### src/rtl/lsu_ex.sv
// lsu_ex -- execute stage of the load/store unit.
//
// Takes the registered decode fields from the ID/EX register plus the
// register-file operands, forms the effective address, rejects misaligned
// or illegal-size accesses, and drives one valid/ready memory request per
// op. Loads then wait for the response, which is lane-shifted and extended
// into a one-cycle writeback strobe. stall_out holds upstream while busy.
//
// Ports:
//   clk, rst_n                      clock, async active-low reset
//   is_load_in, zero_ext_in,
//   is_nop_in, size_in, rd_in,
//   imm_in, rs1_data_in,
//   rs2_data_in                     decoded op and operands (held while stalled)
//   stall_out                       upstream must hold its inputs
//   mem_req_valid/ready/we/addr/
//   be/wdata                        memory request channel
//   mem_rsp_valid/rdata             load response channel
//   wb_valid/wb_rd/wb_data          one-cycle load writeback
//   misalign_out                    one-cycle misaligned/illegal-size flag
module lsu_ex #(
  parameter int XLEN = 32
) (
  input  logic            clk,
  input  logic            rst_n,
  input  logic            is_load_in,
  input  logic            zero_ext_in,
  input  logic            is_nop_in,
  input  logic [1:0]      size_in,
  input  logic [4:0]      rd_in,
  input  logic [11:0]     imm_in,
  input  logic [XLEN-1:0] rs1_data_in,
  input  logic [XLEN-1:0] rs2_data_in,
  output logic            stall_out,
  output logic            mem_req_valid,
  input  logic            mem_req_ready,
  output logic            mem_req_we,
  output logic [XLEN-1:0] mem_req_addr,
  output logic [3:0]      mem_req_be,
  output logic [XLEN-1:0] mem_req_wdata,
  input  logic            mem_rsp_valid,
  input  logic [XLEN-1:0] mem_rsp_rdata,
  output logic            wb_valid,
  output logic [4:0]      wb_rd,
  output logic [XLEN-1:0] wb_data,
  output logic            misalign_out
);

  typedef enum logic [1:0] {S_IDLE, S_REQ, S_RESP} state_t;

  localparam logic [1:0] SZ_BYTE = 2'b00;
  localparam logic [1:0] SZ_HALF = 2'b01;
  localparam logic [1:0] SZ_WORD = 2'b10;

  state_t            state_q;
  logic              is_load_q;
  logic              zero_ext_q;
  logic [1:0]        size_q;
  logic [4:0]        rd_q;
  logic              req_valid_q;
  logic              req_we_q;
  logic [XLEN-1:0]   req_addr_q;
  logic [3:0]        req_be_q;
  logic [XLEN-1:0]   req_wdata_q;
  logic              wb_valid_q;
  logic [4:0]        wb_rd_q;
  logic [XLEN-1:0]   wb_data_q;
  logic              misalign_q;

  logic [XLEN-1:0]   addr_d;
  logic              misalign_d;
  logic [3:0]        be_d;
  logic [XLEN-1:0]   wdata_d;
  logic [XLEN-1:0]   shifted;
  logic [XLEN-1:0]   load_data_d;

  // Request formation from the incoming op.
  // NOTE: every signal assigned in always_comb gets a default first so no
  // path leaves it unassigned, which would infer a latch.
  always_comb begin
    addr_d     = rs1_data_in + {{(XLEN-12){imm_in[11]}}, imm_in};
    misalign_d = 1'b0;
    be_d       = 4'b1111;
    wdata_d    = rs2_data_in;
    case (size_in)
      SZ_BYTE: begin
        be_d    = 4'b0001 << addr_d[1:0];
        wdata_d = {4{rs2_data_in[7:0]}};
      end
      SZ_HALF: begin
        misalign_d = addr_d[0];
        be_d       = 4'b0011 << addr_d[1:0];
        wdata_d    = {2{rs2_data_in[15:0]}};
      end
      SZ_WORD: misalign_d = (addr_d[1:0] != 2'b00);
      default: misalign_d = 1'b1;  // reserved size is always illegal
    endcase
  end

  // Load alignment uses the address held in the request register, which
  // is still valid while the response is awaited.
  always_comb begin
    shifted     = mem_rsp_rdata >> {req_addr_q[1:0], 3'b000};
    load_data_d = shifted;
    case (size_q)
      SZ_BYTE: load_data_d = zero_ext_q ? {{(XLEN-8){1'b0}}, shifted[7:0]}
                                        : {{(XLEN-8){shifted[7]}}, shifted[7:0]};
      SZ_HALF: load_data_d = zero_ext_q ? {{(XLEN-16){1'b0}}, shifted[15:0]}
                                        : {{(XLEN-16){shifted[15]}}, shifted[15:0]};
      default: load_data_d = shifted;
    endcase
  end

  // Single FSM process with registered outputs.
  // NOTE: sequential state uses non-blocking assignments so every register
  // samples pre-edge values regardless of statement order.
  always_ff @(posedge clk or negedge rst_n) begin
    if (!rst_n) begin
      state_q     <= S_IDLE;
      is_load_q   <= 1'b0;
      zero_ext_q  <= 1'b0;
      size_q      <= 2'b00;
      rd_q        <= 5'd0;
      req_valid_q <= 1'b0;
      req_we_q    <= 1'b0;
      req_addr_q  <= '0;
      req_be_q    <= 4'b0000;
      req_wdata_q <= '0;
      wb_valid_q  <= 1'b0;
      wb_rd_q     <= 5'd0;
      wb_data_q   <= '0;
      misalign_q  <= 1'b0;
    end else begin
      // Strobes default low; only the cycle that raises them sets them.
      wb_valid_q <= 1'b0;
      misalign_q <= 1'b0;
      case (state_q)
        S_IDLE: begin
          if (!is_nop_in) begin
            if (misalign_d) begin
              misalign_q <= 1'b1;
            end else begin
              is_load_q   <= is_load_in;
              zero_ext_q  <= zero_ext_in;
              size_q      <= size_in;
              rd_q        <= rd_in;
              req_valid_q <= 1'b1;
              req_we_q    <= ~is_load_in;
              req_addr_q  <= addr_d;
              req_be_q    <= be_d;
              req_wdata_q <= wdata_d;
              state_q     <= S_REQ;
            end
          end
        end
        S_REQ: begin
          if (mem_req_ready) begin
            req_valid_q <= 1'b0;
            state_q     <= is_load_q ? S_RESP : S_IDLE;
          end
        end
        S_RESP: begin
          if (mem_rsp_valid) begin
            // A load to x0 completes silently.
            if (rd_q != 5'd0) begin
              wb_valid_q <= 1'b1;
              wb_rd_q    <= rd_q;
              wb_data_q  <= load_data_d;
            end
            state_q <= S_IDLE;
          end
        end
        default: state_q <= S_IDLE;
      endcase
    end
  end

  assign stall_out     = (state_q != S_IDLE);
  assign mem_req_valid = req_valid_q;
  assign mem_req_we    = req_we_q;
  assign mem_req_addr  = req_addr_q;
  assign mem_req_be    = req_be_q;
  assign mem_req_wdata = req_wdata_q;
  assign wb_valid      = wb_valid_q;
  assign wb_rd         = wb_rd_q;
  assign wb_data       = wb_data_q;
  assign misalign_out  = misalign_q;

endmodule

### config.mk
export PLATFORM = sky130hd
export DESIGN_NAME = lsu_ex
export DESIGN_NICKNAME = d
export VERILOG_FILES = /design/src/rtl/lsu_ex.sv
export SDC_FILE = /design/constraint.sdc
export NUM_CORES = 1
export LEC_CHECK = 0
export CELL_PAD_IN_SITES_DETAIL_PLACEMENT = 2
export CELL_PAD_IN_SITES_GLOBAL_PLACEMENT = 2
export CORE_ASPECT_RATIO = 0.9
export CORE_UTILIZATION = 27
export CTS_BUF_LIST = sky130_fd_sc_hd__clkbuf_16
export DETAILED_ROUTE_END_ITERATION = 8
export GPL_TIMING_DRIVEN = 0
export MAX_ROUTING_LAYER = met4
export PLACE_DENSITY = 0.93
export SYNTH_ARGS = -nofsm -noshare
export SYNTH_HDL_FRONTEND = slang
export SYNTH_SLANG_ARGS = --single-unit
### constraint.sdc
create_clock -name clk -period 2.73 [get_ports clk]
set_input_delay 0.546 -clock clk [delete_from_list [all_inputs] [get_ports clk]]
set_output_delay 0.546 -clock clk [all_outputs]
set_load 0.1 [all_outputs]
==> results.sh <==
export IMPL_yosys_mux_area_fraction_pct=5.68
export IMPL_worst_slack_ps=-26.4
export IMPL_synthArstFlopShare_pct=100
export IMPL_pin_count=232
export IMPL_viasPerCell=5.29
export IMPL_synth_seq_cells=120
export IMPL_overflow=0
export IMPL_yosysMostFrequentCell="nand2_1"
export IMPL_wire_per_inst_microns=23.8
export IMPL_drive_above_1_share_pct=13.5
export IMPL_cts_made_buffers=17
export IMPL_seq_power_share_pct=20.7
export IMPL_fin_total_pwr_w=0.0154
export IMPL_worstRegToRegCells=8
export IMPL_comb_power_share_pct=64.6
export IMPL_core_sq_mm=0.0262
export IMPL_cts_buffer_depth=2
export IMPL_yosysTopAreaCell="dfrtp_1"
export IMPL_power_density_mw_per_mm2=1360
export IMPL_synth_top_area_share_pct=41.4
export IMPL_ys_flop_type="dfrtp_1"
export IMPL_hold_ws_ps=47.3
export IMPL_reg2reg_slack_ps=160
export IMPL_netSwitchingFraction_pct=60.0
export IMPL_die_h_microns=157
export IMPL_final_util_pct=43.1
export IMPL_r2r_end="wb_data[20]"
export IMPL_die_w_microns=175
export IMPL_hold_path_class="in -> async"
export IMPL_synth_fa_ha_area_share_pct=5.63
export IMPL_startpoint_type="input pin"
export IMPL_antenna_found_initial=2
export IMPL_tightest_slew_ps=1090
export IMPL_synthSimpleGateAreaFrac_pct=20.2
export IMPL_cts_tree="done"
export IMPL_p_clk_share_pct=14.7
export IMPL_worstPathArrival_ps=3090
export IMPL_crit_path_max_fanout=10
export IMPL_synthesis_area_sq_mm=0.00725
export IMPL_hold_violations=0
export IMPL_cts_sinks=120
export IMPL_die_area_sq_mm=0.0275
export IMPL_wl_microns=35600
export IMPL_finClkSkew_ps=11.1
export IMPL_num_vias=7914
export IMPL_drv_slew=0
export IMPL_peakVddDrop_mv=1.08
export IMPL_synth_cells=857
export IMPL_status="complete, but fails checks"
export IMPL_syn_avg_cell_area_sq_um=8.46
export IMPL_switchingPower_w=0.00922
export IMPL_rsz0062_at_grt="yes"
export IMPL_cap_violations=0
export IMPL_gp_congestion=0.902
export IMPL_dr_pass1_iters=5
export IMPL_fin_cells=1496
export IMPL_worstReg2RegStart="mem_req_addr[1]"
export IMPL_yosysUniqueCellTypes=66
export IMPL_synthXorXnorAreaFrac_pct=2.90
export IMPL_max_slew_margin_pct=27.1
export IMPL_place_hpwl_microns=24400
export IMPL_grt_max_degree=81
export IMPL_criticalPathCategory="in -> reg"
export IMPL_yosys_warnings=0
export IMPL_clkTransAtPathRegs_ps=70
export IMPL_synth_top_family_by_area="compound AO/OA/AOI/OAI gates"
export IMPL_final_nets=1287
export IMPL_drt_initial_drc_count=474
export IMPL_grt_first_pass_wirelength_microns=53100
export IMPL_grt_pass1_vias=8890
export IMPL_htreeDepth=4
export IMPL_globalRouteTotalUtil_pct=26.1
export IMPL_synth_area_leaders="dfrtp_1 (41%), nand2_1 (10%), mux2i_1 (5.5%)"
export IMPL_port_buffers=229
export IMPL_timing_final_crit_share_pct=101
export IMPL_power_internal_w=0.00615
export IMPL_syn_to_final_growth_pct=55.7
export IMPL_start_util_pct=27.7
export IMPL_setup_violations=1
export IMPL_synth_edf_count=0
export IMPL_tns_ps=-26.4
export IMPL_synth_compound_area_share_pct=20.4
export IMPL_nFillCells=2831
export IMPL_synth_cells_most_frequent="nand2_1 (200), dfrtp_1 (120), o21ai_0 (77)"
export IMPL_yosysSeqAreaShare_pct=41.4
export IMPL_rows=56
export IMPL_period_needed_ps=2760
export IMPL_required_ps=3070
export IMPL_drc=0
export IMPL_dp_cells=1435
export IMPL_cts_root_buf="clkbuf_16"
export IMPL_clk_latency_ps=420
export IMPL_endpoint_kind="flop"
export IMPL_max_freq_ghz=0.363
export IMPL_postRouteAntennaNets=0
export IMPL_syn_nets=1011
export IMPL_leakagePower_nw=4.90
export IMPL_violations="setup timing"
area by class of cell:
type                            instances  area [sq um]  share of cell area [%]
Antenna cell                            2          5.00                  0.0443
Multi-Input combinational cell        671          4360                    38.6
Clock buffer                           17           425                    3.77
Sequential cell                       120          3000                    26.6
Tap cell                              348           435                    3.86
Timing Repair Buffer                  263          2610                    23.1
Inverter                               12          45.0                   0.399
Clock inverter                         15           144                    1.27
Buffer                                 48           269                    2.38
repair_timing:
item,4_1_cts,5_1_grt
cloned,1,1
resized for setup,75,47
setup endpoints to repair,84,70
pin swaps,26,23
setup buffers,22,9
hold buffers,0,0
per-stage QoR:
stage	area (sq um)	worst slack, ps
2_1_floorplan	7260	79.4
3_3_place_gp	9990	-4130
3_5_place_dp	10000	-1450
4_1_cts	11000	-40.3
5_1_grt	11300	-53.6
6_report	11300	-26.4
per-layer routing:
metal | up-vias | share of wire, % | global-route usage [%]
li1 | 3570 | - | -
met1 | 4034 | 42 | 30.9
met2 | 248 | 51 | 45.9
met4 | 0 | 2.7 | 7.54
met3 | 62 | 4.0 | 4.03
met5 | - | 0 | -
worst max-delay path, cell delays in order:
cell and delay, ps:
clkdlybuf4s50_1 430, ha_1 450, a31o_2 290, a21oi_2 250
o21ai_2 80, or4b_4 520, a2111o_1 440, o2111ai_2 90
power groups by stage:
stage	clock [W]	sequential, W	combinational (W)
2_1_floorplan	0	0.00838	0.00168
3_3_place_gp	0	0.00311	0.00941
3_5_place_dp	0	0.00316	0.00961
4_1_cts	0.00228	0.00317	0.00983
5_1_grt	0.00236	0.00326	0.0103
6_report	0.00226	0.00318	0.00993
cell families after synthesis:
family	count (synthesis)
AO/OA/AOI/OAI	236
XOR/XNOR	24
adder cells (fa/ha/maj)	32
buffers and inverters	66
flip-flops	120
multiplexers	41
AND/OR/NAND/NOR	338
how the worst max path moves through the flow:
stage,start,endpoint,slack (ps),depth (start not counted)
finish,rs1_data_in[19],mem_req_addr[29],-30,8
global route,rs1_data_in[19],mem_req_addr[29],-50,8
CTS,rs1_data_in[15],mem_req_addr[29],-40,9
detailed placement,imm_in[0],mem_req_wdata[29],-1450,11
global placement,rst_n,mem_req_addr[12],-4130,1
floorplan,imm_in[0],mem_req_addr[23],80,10
sequential cells by signal, indices dropped and copies added, names as in the netlist, 2 cells and up:
signal / flops
rd_q: 5
state_q: 2
mem_req_addr: 32
size_q: 2
mem_req_wdata: 32
mem_req_be: 4
wb_rd: 5
wb_data: 32
placed cells by master (no fill, tap or decap), drive strengths merged, types with 3 or more instances in the layout:
cell,instances
a211oi,10
a21boi,3
a21o,13
a21oi,68
a311oi,3
a31o,3
a31oi,6
and2,4
and3,3
buf,51
clkbuf,50
clkdlybuf4s50,212
clkinv,8
dfrtp,120
dlymetal6s2s,12
ha,31
inv,17
mux2i,40
nand2,200
nand2b,8
nand3,10
nand4,13
nor2,63
nor2b,10
nor3,10
o2111ai,3
o211ai,4
o21a,9
o21ai,80
o22a,7
o22ai,3
o31ai,6
or2,4
or3,3
or4,5
xnor2,16
xor2,8
Power figures use the tool's default switching activity.
